$ cat src/rtl/board_io_ctrl.sv
// ============================================================================
//  Module   : board_io_ctrl
//  Purpose  : Front-panel I/O: 2-flop sync, counter debounce and edge pulses
//             on the raw inputs; per-LED off/follow/blink/PWM drive.
//  Options  : BOARD_IO_PWM_EN builds the PWM counter (otherwise mode 11 = follow)
//  Revision : 1.0  initial release
// ============================================================================
`default_nettype none

module board_io_ctrl #(
   parameter int N_IN            = 8,
   parameter int N_LED           = 8,
   parameter int DEBOUNCE_CYCLES = 1250000,
   parameter int PWM_BITS        = 8,
   parameter int BLINK_DIV_LOG2  = 26
) (
   input  logic                  clk,
   input  logic                  reset,
   input  logic [N_IN-1:0]       in_raw,
   output logic [N_IN-1:0]       in_level,
   output logic [N_IN-1:0]       in_rise,
   output logic [N_IN-1:0]       in_fall,
   input  logic [N_LED-1:0]      led_src,
   input  logic [2*N_LED-1:0]    led_mode,
   input  logic [PWM_BITS-1:0]   led_duty,
   output logic [N_LED-1:0]      led_out
);

   localparam int                    C_CNT_W    = $clog2(DEBOUNCE_CYCLES + 1);
   localparam logic [C_CNT_W-1:0]    C_CNT_LAST = C_CNT_W'(DEBOUNCE_CYCLES - 1);
   localparam logic [C_CNT_W-1:0]    C_CNT_ONE  = C_CNT_W'(1);
   localparam logic [BLINK_DIV_LOG2-1:0] C_BLINK_ONE = BLINK_DIV_LOG2'(1);

   logic [N_IN-1:0]            r_s1;
   logic [N_IN-1:0]            r_s2;
   logic [BLINK_DIV_LOG2-1:0]  r_blink_cnt;
   logic                       w_blink_phase;
   logic                       w_pwm_on;
   logic [N_LED-1:0]           w_led_next;

   always_ff @(posedge clk) begin
      if (reset) begin
         r_s1 <= '0;
         r_s2 <= '0;
      end else begin
         r_s1 <= in_raw;
         r_s2 <= r_s1;
      end
   end

   // A level change is accepted only after DEBOUNCE_CYCLES consecutive
   // mismatching samples; any agreeing sample restarts the count.
   for (genvar i = 0; i < N_IN; i++) begin : g_debounce
      logic [C_CNT_W-1:0] r_cnt;
      logic               r_level;
      logic               r_rise;
      logic               r_fall;

      always_ff @(posedge clk) begin
         if (reset) begin
            r_cnt   <= '0;
            r_level <= 1'b0;
            r_rise  <= 1'b0;
            r_fall  <= 1'b0;
         end else begin
            r_rise <= 1'b0;
            r_fall <= 1'b0;
            if (r_s2[i] == r_level) begin
               r_cnt <= '0;
            end else if (r_cnt == C_CNT_LAST) begin
               r_cnt   <= '0;
               r_level <= r_s2[i];
               r_rise  <= r_s2[i];
               r_fall  <= ~r_s2[i];
            end else begin
               r_cnt <= r_cnt + C_CNT_ONE;
            end
         end
      end

      assign in_level[i] = r_level;
      assign in_rise[i]  = r_rise;
      assign in_fall[i]  = r_fall;
   end

   always_ff @(posedge clk) begin
      if (reset) begin
         r_blink_cnt <= '0;
      end else begin
         r_blink_cnt <= r_blink_cnt + C_BLINK_ONE;
      end
   end

   assign w_blink_phase = r_blink_cnt[BLINK_DIV_LOG2-1];

`ifdef BOARD_IO_PWM_EN
   localparam logic [PWM_BITS-1:0] C_PWM_ONE = PWM_BITS'(1);

   logic [PWM_BITS-1:0] r_pwm_cnt;

   always_ff @(posedge clk) begin
      if (reset) begin
         r_pwm_cnt <= '0;
      end else begin
         r_pwm_cnt <= r_pwm_cnt + C_PWM_ONE;
      end
   end

   assign w_pwm_on = (r_pwm_cnt < led_duty);
`else
   // Without PWM the duty input has no consumer; mode 11 degenerates to follow.
   logic w_unused_duty;
   assign w_unused_duty = ^led_duty;
   assign w_pwm_on      = 1'b1;
`endif

   always_comb begin
      w_led_next = '0;
      for (int i = 0; i < N_LED; i++) begin
         case (led_mode[2*i +: 2])
            2'b00:   w_led_next[i] = 1'b0;
            2'b01:   w_led_next[i] = led_src[i];
            2'b10:   w_led_next[i] = led_src[i] & w_blink_phase;
            default: w_led_next[i] = led_src[i] & w_pwm_on;
         endcase
      end
   end

   always_ff @(posedge clk) begin
      if (reset) begin
         led_out <= '0;
      end else begin
         led_out <= w_led_next;
      end
   end

endmodule

`default_nettype wire

$ cat config.mk
export PLATFORM = sky130hd
export DESIGN_NAME = board_io_ctrl
export DESIGN_NICKNAME = d
export VERILOG_FILES = /design/src/rtl/board_io_ctrl.sv
export SDC_FILE = /design/constraint.sdc
export NUM_CORES = 1
export LEC_CHECK = 0
export BUFFER_PORTS_ARGS = -buffer_cell sky130_fd_sc_hd__buf_2
export CAP_MARGIN = 20
export CORE_MARGIN = 1.5
export CORE_UTILIZATION = 60
export CTS_CLUSTER_SIZE = 16
export DETAILED_ROUTE_END_ITERATION = 7
export MAX_ROUTING_LAYER = met4
export PLACE_DENSITY = 0.77
export SYNTH_ARGS = -nofsm -noshare
export SYNTH_HDL_FRONTEND = slang
export SYNTH_SLANG_ARGS = --single-unit
$ cat constraint.sdc
create_clock -name clk -period 2.5 [get_ports clk]
set_input_delay 0.25 -clock clk [delete_from_list [all_inputs] [get_ports clk]]
set_output_delay 0.25 -clock clk [all_outputs]
set_load 0.005 [all_outputs]
==> results.toml <==
[setup_path]
crit_path_end = "g_debounce[2].r_cnt[18]"
r2r-end = "g_debounce[2].r_cnt[18]"
r2r-start = "g_debounce[2].r_cnt[0]"
end_kind = "flip-flop"
cp-startpoint = "g_debounce[2].r_cnt[0]"
path_max_fanout = 9
worstSetupPathType = "flip-flop to flip-flop"
ff2ff_path_depth = 5
crit_required_ns = 2.95
rrSetupSlack_ns = 0.36
cp-start-kind = "flip-flop"
worstPathArrival_ns = 2.59

[synth]
synth_fp_nets = 1249
synth-edff-count = 0
syn_inst = 1198
syn_area_per_cell_um2 = 8.77
yosysSeqAreaShare = 0.461
syn_area_um2 = 10500
synth-seq-cells = 242
async_flop_share = 0
ys.flop_type = "dfxtp_1"
yosys_warnings = 0
synth_cell_type_count = 38

[placed_design]
place_congestion = 0.834
hpwl_mm = 13.7
io_buffer_count = 65

[cells_and_area]
nNetsFinal = 1302
multiInputGateArea_um2 = 5220
syn_to_final_growth_pct = 13.6
drive_gt1_frac = 0.110
antennaDiodeCount = 0
fillCellCount = 1384
final-seq-area_um2 = 4840

[global_route]
grt_max_degree = 45
grt-ovfl-total = 0
grt_pass1_wl_mm = 34.8
grt_antenna_before_repair = 0
grt_pass1_vias = 7629
grt_usage = 0.229

[cts]
ctsResizeCount = 0
cts-htree-levels = 1
cts_buffers = 25
clk_latency_ns = 0.51
cts_buffer_depth = 3
cts_root_buf = "clkbuf_16"
clock-sinks = 242
cts_tree = "yes"
path_clk_slew_ns = 0.06

[timing]
hold_violations = 0
fin_skew_ns = 0.0121
timing.max_slew.rel_slack = 0.564
max_freq_mhz = 467
finalSetupViolations = 0
drv_slew = 0
rsz0062_at_grt = "false"
worst_pin_slew_ns = 0.654
setup_tns_ns = 0
finalCriticalPeriod_ns = 2.14
fin_crit_sh = 0.856

[power_and_ir_drop]
powerDensity_nw_per_um2 = 675
leakagePower_uw = 0.00383
worst_ir_drop_vdd_uv = 638
power_uw = 8060

[drt]
antenna_left = 0
wirelength_mm = 20.6
dr.first_iter.drc_count = 488
wire_per_inst_um = 13.8
first_pass_iters = 5
num_vias = 8522
viasPerCell = 5.70
drc = 0

[floorplanning]
start_util = 0.612
die_y_um = 135
std_cell_rows = 48
ios = 74
core_um2 = 17200
die_x_um = 135
die_area_um2 = 18300

[worst_hold_path]
min_path_type = "input port to flip-flop"

[outcome]
status = "complete, no violations"

[job]
maxCapViolations = 0
[registers in the layout, summed over array words and instances, names as in the netlist]
signal	count
g_debounce.r_level	8
r_blink_cnt	26
g_debounce.r_rise	8
r_s1	8
r_s2	8
g_debounce.r_cnt	168
g_debounce.r_fall	8
led_out	8
[power by group]
group          total, uW  switching (uW)  internal, uW
combinational        139            70.4          68.3
clock               4020            1520          2500
sequential          3900            14.5          3880
[what timing repair did]
action                     in CTS  in global routing
hold endpoints to repair       13                  0
hold buffers                   13                  0
buffers inserted                0                  0
setup endpoints to repair       0                  0
[synthesized netlist by cell type, types with 12 or more instances]
cell,instances,area (um2)
and4_1,21,184
nand2b_1,17,106
buf_4,24,180
nor3b_1,12,90.1
nor4_1,21,131
clkbuf_1,39,146
xnor2_1,54,473
o31ai_1,36,270
nor3_1,31,155
nor2_1,116,435
nand4_1,46,288
o21ai_0,47,235
and2_1,13,81.3
xor2_1,48,420
a21oi_1,94,470
nand3_1,69,345
nand2_1,60,225
or3_1,43,269
or4_1,46,345
inv_1,25,93.8
dfxtp_1,242,4840
and3_1,28,175
nor2b_1,17,106
[how the worst min path moves through the flow]
stage                     endpoint       from  cells past startpoint
after floorplan            r_s1[0]  in_raw[0]                      1
after global placement     r_s2[5]    r_s1[5]                      1
after detailed placement   r_s2[5]    r_s1[5]                      1
after CTS                  r_s1[2]  in_raw[2]                      2
after global routing       r_s1[2]  in_raw[2]                      2
final                      r_s1[2]  in_raw[2]                      2
[cell families after synthesis]
| logic type | share of synthesized area |
|---|---|
| buffers and inverters | 0.0425 |
| and+or+nand+nor | 0.299 |
| xor gates and xnor gates | 0.0850 |
| adders and majority gates | 0.0107 |
| AOI/OAI and AO/OA | 0.102 |
| DFF | 0.461 |
[final cells by class]
type | count | share of cell area
clock buffer | 32 | 0.0588
clock inverter | 13 | 0.0170
inverter | 25 | 0.00786
multi-input combinational | 862 | 0.437
sequential | 242 | 0.406
tap | 225 | 0.0236
timing repair buffer | 95 | 0.0499
[layout by cell type, fill, tap and decap left out, types with 5 or more instances in the layout]
| cell | instances |
|---|---|
| nor2_1 | 116 |
| and4_1 | 21 |
| nor3b_1 | 12 |
| clkbuf_8 | 5 |
| or4_1 | 46 |
| xor2_1 | 48 |
| nand4_1 | 46 |
| and3_1 | 28 |
| and2_1 | 13 |
| a21oi_1 | 94 |
| o21ai_0 | 42 |
| nor2b_1 | 17 |
| xnor2_1 | 54 |
| nand2_1 | 60 |
| nand2b_1 | 17 |
| inv_1 | 25 |
| or2_2 | 6 |
| dfxtp_1 | 242 |
| clkbuf_16 | 25 |
| o31ai_1 | 35 |
| bufinv_16 | 5 |
| ha_1 | 9 |
| or3_1 | 43 |
| nand3_1 | 69 |
| o21ai_1 | 6 |
| nor4_1 | 21 |
| nor3_1 | 31 |
| dlygate4sd3_1 | 13 |
| buf_4 | 16 |
| nor4bb_1 | 6 |
| buf_2 | 65 |
| nor4b_1 | 5 |
[per-stage QoR]
stage | setup WS (ns) | hold slack, ns | util | cell area, um2 | std cells
after detailed placement | 0.380 | 0.428 | 0.635 | 10900 | 1436
after global placement | 0.425 | 0.421 | 0.635 | 10900 | 1436
after floorplan | 0.512 | 0.378 | - | 10500 | 1198
after CTS | 0.365 | 0.000999 | 0.695 | 11900 | 1494
final | 0.360 | 0.0145 | 0.695 | 11900 | 1494
after global routing | 0.256 | 0.000227 | 0.695 | 11900 | 1494
[worst max-delay path: stages, from the launching register on]
cell	delay, ns
dfxtp_1	0.39
ha_1	0.22
nand3_1	0.16
or4_1	0.72
or4_1	0.45
a21oi_1	0.15
[layer usage]
| layer | wire length [um] | GRT usage |
|---|---|---|
| met2 | 9400 | 0.366 |
| met1 | 10000 | 0.307 |
| met5 | 0 | - |
| met4 | 426 | 0.0538 |
| met3 | 753 | 0.0367 |
Power figures use the tool's default switching activity.
